===== config.mk =====
export PLATFORM = sky130hd
export DESIGN_NAME = multicycle_sequencer
export DESIGN_NICKNAME = d
export VERILOG_FILES = /design/src/rtl/cpu_pkg.sv /design/src/rtl/hs_timeout.sv /design/src/rtl/multicycle_sequencer.sv
export SDC_FILE = /design/constraint.sdc
export NUM_CORES = 1
export LEC_CHECK = 0
export BUFFER_PORTS_ARGS = -buffer_cell sky130_fd_sc_hd__buf_2
export CORE_MARGIN = 2
export CORE_UTILIZATION = 30
export CTS_CLUSTER_DIAMETER = 60
export CTS_CLUSTER_SIZE = 12
export DETAILED_ROUTE_END_ITERATION = 10
export PLACE_DENSITY_LB_ADDON = 0.12
export SYNTH_ARGS = -nofsm -noshare
export SYNTH_HDL_FRONTEND = slang
export SYNTH_SLANG_ARGS = --single-unit

===== constraint.sdc =====
create_clock -name clk -period 3.4 [get_ports clk]
set_input_delay 0.85 -clock clk [delete_from_list [all_inputs] [get_ports clk]]
set_output_delay 0.85 -clock clk [all_outputs]
set_load 0.03 [all_outputs]

===== src/rtl/cpu_pkg.sv =====
// Shared definitions for the 4-bit-opcode CPU: opcodes, sequencer states,
// datapath mux encodings and the ALU-control decode used by every decoder.
package cpu_pkg;

    localparam logic [3:0] OP_NOP  = 4'h0, OP_ST  = 4'h3, OP_ADD = 4'h4, OP_INC = 4'h5,
                           OP_NEG  = 4'h6, OP_SUB = 4'h7, OP_J   = 4'h8, OP_BRZ = 4'h9,
                           OP_JM   = 4'hA, OP_BRN = 4'hB, OP_LD  = 4'hE, OP_SVPC = 4'hF;

    typedef enum logic [2:0] {
        FETCH  = 3'd0,
        DECODE = 3'd1,
        EXEC   = 3'd2,
        MEM    = 3'd3,
        WB     = 3'd4,
        ERR    = 3'd7
    } state_t;

    localparam logic [1:0] PC_INC  = 2'b00, PC_RS   = 2'b01, PC_DMEM  = 2'b10;
    localparam logic [1:0] WB_ALU  = 2'b00, WB_DMEM = 2'b01, WB_PCIMM = 2'b10;
    localparam logic [2:0] ALU_NOP = 3'b000, ALU_ADD = 3'b001, ALU_NEG = 3'b010,
                           ALU_SUB = 3'b100;

    function automatic logic op_is_legal(input logic [3:0] op);
        case (op)
            4'h1, 4'h2, 4'hC, 4'hD: return 1'b0;
            default:                return 1'b1;
        endcase
    endfunction

    function automatic logic op_sets_flags(input logic [3:0] op);
        case (op)
            OP_ADD, OP_INC, OP_NEG, OP_SUB: return 1'b1;
            default:                        return 1'b0;
        endcase
    endfunction

    // SVPC reuses the adder to form pc+imm
    function automatic logic [2:0] op_aluop(input logic [3:0] op);
        case (op)
            OP_ADD, OP_INC, OP_SVPC: return ALU_ADD;
            OP_NEG:                  return ALU_NEG;
            OP_SUB:                  return ALU_SUB;
            default:                 return ALU_NOP;
        endcase
    endfunction

    function automatic logic op_alusrc(input logic [3:0] op);
        return (op == OP_INC) || (op == OP_SVPC);
    endfunction

endpackage


===== src/rtl/hs_timeout.sv =====
// Wait counter for a req/ack handshake; flags expiry on the cycle the count
// would reach TIMEOUT with no ack. TIMEOUT=0 disables expiry.
module hs_timeout #(
    parameter int TIMEOUT = 16,
    parameter int CNT_W   = 5
) (
    input  logic clk,
    input  logic rst,
    input  logic clear,
    input  logic req,
    input  logic ack,
    output logic expire
);

    logic [CNT_W-1:0] cnt_reg;
    logic [CNT_W-1:0] cnt_inc;

    assign cnt_inc = cnt_reg + 1'b1;

    always_ff @(posedge clk or posedge rst) begin
        if (rst) begin
            cnt_reg <= '0;
        end else if (clear) begin
            cnt_reg <= '0;
        end else if (req && !ack) begin
            cnt_reg <= cnt_inc;
        end
    end

    // An ack in the final cycle wins over expiry
    generate
        if (TIMEOUT == 0) begin : g_off
            assign expire = 1'b0;
        end else begin : g_on
            assign expire = req && !ack && (cnt_inc == CNT_W'(TIMEOUT));
        end
    endgenerate

endmodule


===== src/rtl/multicycle_sequencer.sv =====
// Multi-cycle control FSM: fetch/decode/exec/mem/wb sequencing around the
// instruction and data memory handshakes, with run/halt, flags and bus timeout.
module multicycle_sequencer
    import cpu_pkg::*;
#(
    parameter int TIMEOUT = 16,
    parameter int CNT_W   = 5
) (
    input  logic        clk,
    input  logic        rst,
    input  logic        run,
    output logic        imem_req,
    input  logic        imem_ack,
    input  logic [31:0] imem_rdata,
    output logic [31:0] ir,
    output logic        dmem_req,
    output logic        dmem_we,
    input  logic        dmem_ack,
    input  logic        alu_z,
    input  logic        alu_n,
    output logic        pc_we,
    output logic [1:0]  pc_sel,
    output logic        reg_we,
    output logic [1:0]  wb_sel,
    output logic        alusrc,
    output logic [2:0]  aluop,
    output logic        illegal,
    output logic        bus_err,
    output logic [2:0]  state
);

    state_t      state_reg, state_next;
    logic [31:0] ir_reg, ir_next;
    logic        z_reg, z_next, n_reg, n_next;
    logic        illegal_reg, illegal_next;
    logic        bus_err_reg, bus_err_next;
    logic        fetch_pend_reg, fetch_pend_next;
    logic [3:0]  op;
    logic        hs_req, hs_ack, hs_clear, hs_expire;

    assign op = ir_reg[31:28];

    // Once raised, the fetch request is held regardless of run until ack/timeout
    assign imem_req = (state_reg == FETCH) && !rst && (run || fetch_pend_reg);
    assign dmem_req = (state_reg == MEM);

    assign hs_req   = imem_req || dmem_req;
    assign hs_ack   = (state_reg == MEM) ? dmem_ack : imem_ack;
    assign hs_clear = (state_next != state_reg) && ((state_next == FETCH) || (state_next == MEM));

    hs_timeout #(
        .TIMEOUT (TIMEOUT),
        .CNT_W   (CNT_W)
    ) u_hs_timeout (
        .clk    (clk),
        .rst    (rst),
        .clear  (hs_clear),
        .req    (hs_req),
        .ack    (hs_ack),
        .expire (hs_expire)
    );

    always_ff @(posedge clk or posedge rst) begin
        if (rst) begin
            state_reg      <= FETCH;
            ir_reg         <= '0;
            z_reg          <= 1'b0;
            n_reg          <= 1'b0;
            illegal_reg    <= 1'b0;
            bus_err_reg    <= 1'b0;
            fetch_pend_reg <= 1'b0;
        end else begin
            state_reg      <= state_next;
            ir_reg         <= ir_next;
            z_reg          <= z_next;
            n_reg          <= n_next;
            illegal_reg    <= illegal_next;
            bus_err_reg    <= bus_err_next;
            fetch_pend_reg <= fetch_pend_next;
        end
    end

    always_comb begin
        state_next      = state_reg;
        ir_next         = ir_reg;
        z_next          = z_reg;
        n_next          = n_reg;
        illegal_next    = illegal_reg;
        bus_err_next    = bus_err_reg;
        fetch_pend_next = 1'b0;
        pc_we           = 1'b0;
        pc_sel          = PC_INC;
        reg_we          = 1'b0;
        wb_sel          = WB_ALU;
        dmem_we         = 1'b0;
        alusrc          = 1'b0;
        aluop           = ALU_NOP;

        if (state_reg inside {DECODE, EXEC, MEM, WB}) begin
            aluop  = op_aluop(op);
            alusrc = op_alusrc(op);
        end

        case (state_reg)
            FETCH: begin
                fetch_pend_next = imem_req && !imem_ack && !hs_expire;
                if (imem_req && imem_ack) begin
                    ir_next    = imem_rdata;
                    state_next = DECODE;
                end else if (hs_expire) begin
                    bus_err_next = 1'b1;
                    state_next   = ERR;
                end
            end
            DECODE: begin
                if (!op_is_legal(op)) begin
                    illegal_next = 1'b1;
                    pc_we        = 1'b1;
                    state_next   = FETCH;
                end else begin
                    state_next = EXEC;
                end
            end
            EXEC: begin
                if (op_sets_flags(op)) begin
                    z_next = alu_z;
                    n_next = alu_n;
                end
                case (op)
                    OP_ADD, OP_INC, OP_NEG, OP_SUB, OP_SVPC: state_next = WB;
                    OP_LD, OP_ST, OP_JM:                     state_next = MEM;
                    OP_J: begin
                        pc_we      = 1'b1;
                        pc_sel     = PC_RS;
                        state_next = FETCH;
                    end
                    OP_BRZ: begin
                        pc_we      = 1'b1;
                        pc_sel     = z_reg ? PC_RS : PC_INC;
                        state_next = FETCH;
                    end
                    OP_BRN: begin
                        pc_we      = 1'b1;
                        pc_sel     = n_reg ? PC_RS : PC_INC;
                        state_next = FETCH;
                    end
                    default: begin
                        pc_we      = 1'b1;
                        state_next = FETCH;
                    end
                endcase
            end
            MEM: begin
                dmem_we = (op == OP_ST);
                if (dmem_ack) begin
                    case (op)
                        OP_LD: state_next = WB;
                        OP_JM: begin
                            pc_we      = 1'b1;
                            pc_sel     = PC_DMEM;
                            state_next = FETCH;
                        end
                        default: begin
                            pc_we      = 1'b1;
                            state_next = FETCH;
                        end
                    endcase
                end else if (hs_expire) begin
                    bus_err_next = 1'b1;
                    state_next   = ERR;
                end
            end
            WB: begin
                reg_we     = 1'b1;
                wb_sel     = (op == OP_LD) ? WB_DMEM : ((op == OP_SVPC) ? WB_PCIMM : WB_ALU);
                pc_we      = 1'b1;
                state_next = FETCH;
            end
            ERR:     state_next = ERR;
            default: state_next = FETCH;
        endcase
    end

    assign ir      = ir_reg;
    assign illegal = illegal_reg;
    assign bus_err = bus_err_reg;
    assign state   = state_reg;

endmodule


==> flow_summary.json, run 1 <==
{
  "ff2ff_setup_slack_ns": 0.99,
  "dp_hpwl_mm": 3.59,
  "grt_setup_unrepaired": "false",
  "grt_max_degree": 46,
  "outcome": "finished clean",
  "grt_pass1_wl_mm": 8.47,
  "wl_mm": 4.93,
  "setup_tns_ns": 0,
  "slew_violations": 0,
  "numClockSinks": 45,
  "yosysTopAreaCell": "dfrtp_1",
  "clk_pin_slew_ns": 0.08,
  "finalHoldViolCount": 0,
  "ys_warn_count": 0,
  "synthToLayoutAreaGrowth_pct": 28.5,
  "layout_common_cells": "buf_2, dfrtp_1, mux2_1",
  "cap_viol_max_count": 0,
  "netlist_area_mm2": 0.00221,
  "drt-initial-drc-count": 31,
  "hold_class": "reg2reg",
  "syn_nets": 229,
  "worstPathArrival_ns": 2.03,
  "ys_ff_latch": 45,
  "synthDistinctLibCells": 48,
  "cts-resized-gates": 0,
  "cts.path.max_buffers": 2,
  "wire_per_inst_um": 13.2,
  "cts_buffers": 5,
  "fin_crit_sh_pct": 84.8,
  "slew_headroom_pct": 38.1,
  "drc": 0,
  "htreeDepth": 2,
  "via_count": 1754,
  "drive_gt1_share_pct": 37.5,
  "critPathLaunchType": "register",
  "netlist_top_cells_area": "dfrtp_1, mux2_1, nor2_1",
  "worstPathRequired_ns": 2.55,
  "start_util_pct": 30.7,
  "r2r_start": "ir[30]$_DFFE_PP0P_",
  "p_total_mw": 2.70,
  "hold_buffers": 0,
  "drtPass1Iterations": 4,
  "critPathKind": "reg2out",
  "cts_setup_buffers": 0,
  "power.density_mw_per_mm2": 951,
  "tritoncts": "yes",
  "syn_area_per_cell_um2": 11.7,
  "reg2reg_depth": 5,
  "whs_path_depth": 2,
  "setup_violations": 0,
  "skew_ns": 0.00644,
  "die_height_um": 89.8,
  "yosysTopAreaCellShare_pct": 51.0,
  "largest_register_ffs": 32,
  "synth_edf_count": 0,
  "port_buffers": 88,
  "synth_cells": 188,
  "cp-end-kind": "primary output",
  "cp_max_fo": 18,
  "synthFlopType": "dfrtp_1",
  "die_area_mm2": 0.00806,
  "nNetsFinal": 315,
  "ys_seq_area_share_pct": 51.0,
  "ys_async_sr_fraction_pct": 100,
  "antenna_cells": 0,
  "min_to": "illegal$_DFFE_PP0P_",
  "final_common_cell": "buf_2",
  "period_needed_ns": 2.88,
  "avgViaCountPerCell": 4.69,
  "ant_nets": 0,
  "fp.coreArea_mm2": 0.00718,
  "grt_use_total_pct": 12.6,
  "num_io_pins": 89,
  "leakagePower_nw": 1.37,
  "rr_endpoint": "u_hs_timeout.cnt_reg[3]$_DFFE_PP0P_",
  "place.gp.congestion": 0.775,
  "grt_pass1_vias": 1704,
  "num_rows": 31,
  "timing.fmax_mhz": 347,
  "final_core_util_pct": 39.5,
  "worstSkewPairLatency_ns": 0.29,
  "die_x_um": 89.8,
  "grt_remaining_overflow": 0,
  "tightest_slew_ns": 0.927,
  "clockRootBuffer": "clkbuf_8",
  "ir_worst_vdd_mv": 0.439,
  "antenna_found_initial": 0,
  "worstHoldStart": "illegal$_DFFE_PP0P_"
}
## worst max-delay path by stage
stage	slack, ns	to	from	cells past startpoint
2_1_floorplan	0.38	wb_sel[1]	state[1]$_DFF_PP0_	4
3_3_place_gp	0.88	pc_we	dmem_ack	6
3_5_place_dp	0.89	pc_we	dmem_ack	6
4_1_cts	0.56	alusrc	state[1]$_DFF_PP0_	4
5_1_grt	0.31	alusrc	state[1]$_DFF_PP0_	4
6_report	0.52	alusrc	state[1]$_DFF_PP0_	4
## routing by layer
layer	routed length (um)	global-route usage (%)
met1	2300	17.2
met4	65	3.85
met2	2220	19.1
met5	0	0
met3	347	4.27
## kinds of logic (layout without fill, tap and decap cells)
kind of cell,Yosys count,in the layout,synth area share (%)
xor+xnor,5,5,1.99
buf+inv,15,102,3.52
simple gates,60,60,15.7
mux,35,35,17.8
flops,45,45,51.0
fa+ha+maj,2,2,1.13
compound gates,26,26,8.79
## layout make-up
class	count	area [um2]
clock buffers	7	86.3
clock inverters	1	30.0
fillers	752	4340
inverters	5	18.8
multi-input cells	128	1000
flip-flops and latches	45	1130
well taps	99	124
repair buffers	89	448
## per-stage QoR
step	cell area, um2	hold WS [ns]	setup slack (ns)	std cells
after floorplan	2210	0.479	0.377	188
after global placement	2720	0.453	0.883	366
after detailed placement	2720	0.462	0.889	366
after CTS	2840	0.484	0.557	374
after global routing	2840	0.493	0.308	374
final	2840	0.472	0.516	374
## Yosys cell counts, types with 2 or more instances
master and instances:
nor3_1 3, buf_2 5, nand2_1 13, o21ai_0 5, and2b_1 3, a21boi_0 2, xor2_1 4, mux2_1 32
a21oi_1 3, nor2b_1 2, nor4b_1 2, nand4_1 2, o21a_1 2, and3b_1 2, a31oi_1 2, and3_1 2
ha_1 2, nor3b_1 2, o21ai_1 2, nand3_1 5, inv_1 5, a211oi_1 2, nor2_1 14, mux2_2 2
dfrtp_1 45, clkbuf_1 2, buf_4 2
## worst max-delay path, stage by stage, from the launching register on
cell and delay (ns):
dfrtp_1 0.63, or3_4 0.26, nand3_1 0.16, nor4b_1 0.43, buf_2 0.27
## report_power, final
group	switching [mW]	leakage [nW]	total (mW)	internal, mW
combinational	0.828	0.769	1.29	0.458
sequential	0.223	0.547	0.995	0.772
clock	0.176	0.0585	0.415	0.240
Power figures use the tool's default switching activity.
==> inputs of run 2 (changes only) <==
==> constraint.sdc (replaced) <==
create_clock -name clk -period 2.38 [get_ports clk]
set_input_delay 0.595 -clock clk [delete_from_list [all_inputs] [get_ports clk]]
set_output_delay 0.595 -clock clk [all_outputs]
set_load 0.03 [all_outputs]
==> flow_summary.json, run 2 (synthesis results as in run 1) <==
{
  "wl_mm": 5.12,
  "worstPathArrival_ns": 1.70,
  "cts_buffers": 5,
  "fp.coreArea_mm2": 0.00718,
  "critPathLaunchType": "register",
  "reg2reg_depth": 6,
  "wl_met1_mm": 2.29,
  "grt_pass1_vias": 1763,
  "antenna_found_initial": 0,
  "synthToLayoutAreaGrowth_pct": 36.3,
  "period_needed_ns": 2.30,
  "timing.fmax_mhz": 435,
  "cp_max_fo": 5,
  "largest_register_ffs": 32,
  "layout_common_cells": "buf_2, dfrtp_1, mux2_1",
  "power.density_mw_per_mm2": 1320,
  "hold_class": "in2async",
  "worstSkewPairLatency_ns": 0.29,
  "finalHoldViolCount": 0,
  "drive_gt1_share_pct": 45.7,
  "antenna_cells": 0,
  "via_count": 1821,
  "tritoncts": "yes",
  "outcome": "finished clean",
  "ant_nets": 0,
  "final_common_cell": "buf_2",
  "drt-initial-drc-count": 45,
  "drc": 0,
  "port_buffers": 88,
  "rr_endpoint": "ir[13]$_DFFE_PP0P_",
  "slew_headroom_pct": 71.4,
  "grt_setup_unrepaired": "false",
  "fin_crit_sh_pct": 96.6,
  "ir_worst_vdd_mv": 0.654,
  "start_util_pct": 30.7,
  "die_x_um": 89.8,
  "grt_pass1_wl_mm": 8.49,
  "critPathKind": "reg2out",
  "tightest_slew_ns": 0.427,
  "numClockSinks": 45,
  "p_total_mw": 3.98,
  "grt_max_degree": 29,
  "clk_pin_slew_ns": 0.08,
  "route.met2.wl_mm": 2.39,
  "wl_met3_um": 382,
  "routed.top_layer": "met4",
  "skew_ns": 0.00622,
  "slew_violations": 0,
  "drtPass1Iterations": 4,
  "r2r_start": "state[2]$_DFF_PP0_",
  "worstPathRequired_ns": 1.78,
  "cp-end-kind": "primary output",
  "wire_per_inst_um": 13.1,
  "grt_use_total_pct": 12.7,
  "num_rows": 31,
  "die_height_um": 89.8,
  "cts.path.max_buffers": 2,
  "cap_viol_max_count": 0,
  "nNetsFinal": 333,
  "clockRootBuffer": "clkbuf_8",
  "avgViaCountPerCell": 4.65,
  "htreeDepth": 2,
  "setup_tns_ns": 0,
  "leakagePower_nw": 1.45,
  "dp_hpwl_mm": 3.86,
  "place.gp.congestion": 0.748,
  "setup.worst_path.start": "state[2]$_DFF_PP0_",
  "grt_remaining_overflow": 0,
  "setup_violations": 0,
  "num_io_pins": 89,
  "die_area_mm2": 0.00806,
  "hold_buffers": 0,
  "ff2ff_setup_slack_ns": 0.36
}
## run 2: cell types whose count changed in the layout (fill, tap and decap cells not counted), sizes merged
cell	previous run	this run
buf	89	107
bufinv	1	0
clkinvlp	0	1
## run 2: how the worst max path moves through the flow
stage | cells after the start | endpoint | slack, ns
after CTS | 6 | pc_we | 0.003
after global placement | 4 | alusrc | 0.22
after floorplan | 4 | wb_sel[1] | -0.10
after detailed placement | 6 | pc_we | 0.19
after global routing | 8 | pc_we | 0.003
final | 8 | pc_we | 0.08
## run 2: report_power, final
part           internal, mW  leakage (nW)  switching, mW
logic                 0.823         0.872           1.33
registers              1.11         0.540          0.253
clock network         0.208        0.0385          0.245
## run 2: cell type report
class / instances / area (um2)
Multi-Input combinational cell: 128 / 1050
Clock buffer: 7 / 76.3
Clock inverter: 1 / 7.51
Sequential cell: 45 / 1130
Fill cell: 730 / 4170
Inverter: 5 / 18.8
Timing Repair Buffer: 107 / 594
Tap cell: 99 / 124
## run 2: what timing repair did
action / CTS / global route
buffers inserted: 0 / 7
setup endpoints to repair: 5 / 5
pin swaps: 1 / 1
resized for setup: 5 / 11
## run 2: worst max-delay path, cell delays in order, from the launching register on
cell,delay (ns)
dfrtp_2,0.44
buf_4,0.16
buf_4,0.14
inv_1,0.12
nand2_1,0.11
nor2_1,0.11
a21oi_1,0.05
o22ai_2,0.13
buf_6,0.15
## run 2: per-stage QoR
stage | hold slack [ns] | area, um2 | worst slack (ns) | cells | util [%]
after CTS | 0.353 | 2940 | 0.00292 | 385 | 40.9
final | 0.350 | 3010 | 0.0812 | 392 | 41.9
after global placement | 0.468 | 2840 | 0.225 | 377 | 39.6
after global routing | 0.372 | 3010 | 0.00276 | 392 | 41.9
after detailed placement | 0.467 | 2840 | 0.186 | 377 | 39.6
after floorplan | 0.479 | 2250 | -0.102 | 188 | -
## run 2: layer usage
metal / vias to the layer above / global-route usage (%)
met3: 4 / 3.69
met5: - / 0
met4: 0 / 3.85
met2: 65 / 20.4
li1: 882 / -
met1: 870 / 16.8
==> inputs of run 3 (changes only) <==
--- a/config.mk
+++ b/config.mk
@@ -6,12 +6,16 @@
 export NUM_CORES = 1
 export LEC_CHECK = 0
 export BUFFER_PORTS_ARGS = -buffer_cell sky130_fd_sc_hd__buf_2
+export CELL_PAD_IN_SITES_DETAIL_PLACEMENT = 2
+export CELL_PAD_IN_SITES_GLOBAL_PLACEMENT = 2
 export CORE_MARGIN = 2
-export CORE_UTILIZATION = 30
+export CORE_UTILIZATION = 28
 export CTS_CLUSTER_DIAMETER = 60
 export CTS_CLUSTER_SIZE = 12
 export DETAILED_ROUTE_END_ITERATION = 10
+export GPL_TIMING_DRIVEN = 1
 export PLACE_DENSITY_LB_ADDON = 0.12
 export SYNTH_ARGS = -nofsm -noshare
 export SYNTH_HDL_FRONTEND = slang
+export SYNTH_HIERARCHICAL = 1
 export SYNTH_SLANG_ARGS = --single-unit
==> flow_summary.json, run 3 <==
{
  "outcome": "complete, but fails checks",
  "violations": "negative setup slack",
  "synthXorXnorAreaFrac_pct": 1.49,
  "slew_headroom_pct": 51.2,
  "cp-end-kind": "primary output",
  "layout_setup_ws_ns": -0.0702,
  "htreeDepth": 2,
  "syn_area_per_cell_um2": 12.3,
  "syn_nets": 232,
  "die_x_um": 95.7,
  "setup_violations": 3,
  "synthFlopType": "dfrtp_1",
  "grt_remaining_overflow": 0,
  "setup_tns_ns": -0.133,
  "synth_edf_count": 0,
  "fin_crit_sh_pct": 103,
  "power.density_mw_per_mm2": 1380,
  "grt_max_degree": 35,
  "timing.fmax_mhz": 408,
  "layout_common_cells": "buf_2, buf_4, dfrtp_1",
  "nNetsFinal": 364,
  "synthDistinctLibCells": 50,
  "ys_seq_area_share_pct": 47.8,
  "finalHoldViolCount": 0,
  "skew_ns": 0.00482,
  "worstPathArrival_ns": 1.86,
  "netlist_area_mm2": 0.00235,
  "cap_viol_max_count": 0,
  "leakagePower_nw": 1.79,
  "ant_nets": 0,
  "yosysTopAreaCellShare_pct": 47.8,
  "avgViaCountPerCell": 4.70,
  "start_util_pct": 28.8,
  "grt_use_total_pct": 16.5,
  "die_area_mm2": 0.00916,
  "hold_class": "in2async",
  "synth_top_family_by_area": "multiplexers",
  "synth_compound_area_share_pct": 8.55,
  "worstSkewPairLatency_ns": 0.30,
  "fp.coreArea_mm2": 0.00818,
  "period_needed_ns": 2.45,
  "final_common_cell": "buf_2",
  "cp_max_fo": 5,
  "tightest_slew_ns": 0.727,
  "worstPathRequired_ns": 1.78,
  "ys_warn_count": 6,
  "wire_per_inst_um": 16.9,
  "critPathLaunchType": "register",
  "drc": 0,
  "cts.path.max_buffers": 2,
  "drt-initial-drc-count": 50,
  "synth_cells": 191,
  "synthToLayoutAreaGrowth_pct": 48.2,
  "yosysMostFrequentCell": "dfrtp_1",
  "tritoncts": "yes",
  "yosys.area_share.adder_pct": 1.06,
  "yosysTopAreaCell": "dfrtp_1",
  "drive_gt1_share_pct": 67.3,
  "cts_buffers": 5,
  "num_rows": 33,
  "dp_hpwl_mm": 5.22,
  "synth_top_cells_by_count": "dfrtp_1, mux2_4, nor2_1",
  "synthMuxAreaShare_pct": 21.6,
  "grt_setup_unrepaired": "true",
  "die_height_um": 95.7,
  "grt_pass1_vias": 2249,
  "port_buffers": 88,
  "critPathKind": "reg2out",
  "numClockSinks": 45,
  "via_count": 2018,
  "final_core_util_pct": 42.7,
  "ir_worst_vdd_mv": 0.521,
  "clockRootBuffer": "clkbuf_8",
  "place.gp.congestion": 0.781,
  "antenna_cells": 0,
  "num_io_pins": 89,
  "grt_pass1_wl_mm": 11.6,
  "drtPass1Iterations": 4,
  "wl_mm": 7.24,
  "ys_ff_latch": 45,
  "ys_async_sr_fraction_pct": 100,
  "synthSimpleGateAreaFrac_pct": 14.7,
  "clk_pin_slew_ns": 0.09,
  "largest_register_ffs": 32,
  "slew_violations": 0,
  "antenna_found_initial": 0,
  "netlist_top_cells_area": "dfrtp_1, mux2_4, mux2_2"
}
==> run 3: kinds of logic (layout without fill, tap and decap cells) <==
logic type	after synthesis	in the layout
compound gates	27	27
xor+xnor	4	4
fa+ha+maj	2	2
buf+inv	19	152
flops	45	45
mux	36	36
simple gates	58	58
==> run 3: timing repair <==
item,CTS,global route
pin swaps,9,4
gates resized for setup,16,16
hold buffers,0,0
buffers inserted,15,5
setup endpoints to repair,7,13
==> run 3: critical path, cell delays in order (launching register included) <==
cell and delay, ns:
dfrtp_2 0.49, buf_4 0.16, or3b_4 0.39, o21ba_4 0.23
a21oi_2 0.06, o21ai_2 0.08, buf_6 0.15
==> run 3: cell type report <==
type,instances,area [um2]
fillers,866,4690
multi-input cells,127,1270
flip-flops and latches,45,1130
repair buffers,136,845
well taps,105,131
clock buffers,7,76.3
inverters,8,30.0
clock inverters,1,7.51
==> run 3: final timing paths <==
kind	endpoint	cells past startpoint	slack, ns	start
setup / recovery	pc_we	6	-0.07	state[0]$_DFF_PP0_
setup reg to reg	u_hs_timeout/cnt_reg[4]$_DFFE_PP0P_	13	-0.02	state[0]$_DFF_PP0_
hold reg to reg	illegal$_DFFE_PP0P_	2	0.49	illegal$_DFFE_PP0P_
max in group asynchronous	ir[29]$_DFFE_PP0P_	4	1.38	rst
min in group clk	illegal$_DFFE_PP0P_	2	0.49	illegal$_DFFE_PP0P_
hold / removal	u_hs_timeout/cnt_reg[4]$_DFFE_PP0P_	3	0.34	rst
==> run 3: report_power, final <==
part           internal (mW)  switching, mW
sequential              1.11          0.299
clock                  0.208          0.269
combinational           1.31           1.63
==> run 3: stage by stage <==
step | cell area [um2] | setup WS (ns) | total power, mW | std cells | hold slack (ns)
detailed placement | 3150 | -0.172 | 4.03 | 401 | 0.473
global placement | 3150 | -0.0119 | 3.96 | 401 | 0.452
CTS | 3410 | -0.0154 | 4.72 | 424 | 0.338
global route | 3490 | -0.167 | 5.13 | 429 | 0.353
floorplan | 2450 | -0.213 | 3.16 | 191 | 0.374
finish | 3490 | -0.0702 | 4.82 | 429 | 0.343
==> run 3: routing by layer <==
layer,vias up,global-route usage (%),share of wire [%]
met5,-,0,0
met4,0,3.21,0.64
met3,4,3.92,5.6
met2,56,28.3,52
met1,1020,21.4,42
li1,938,-,-
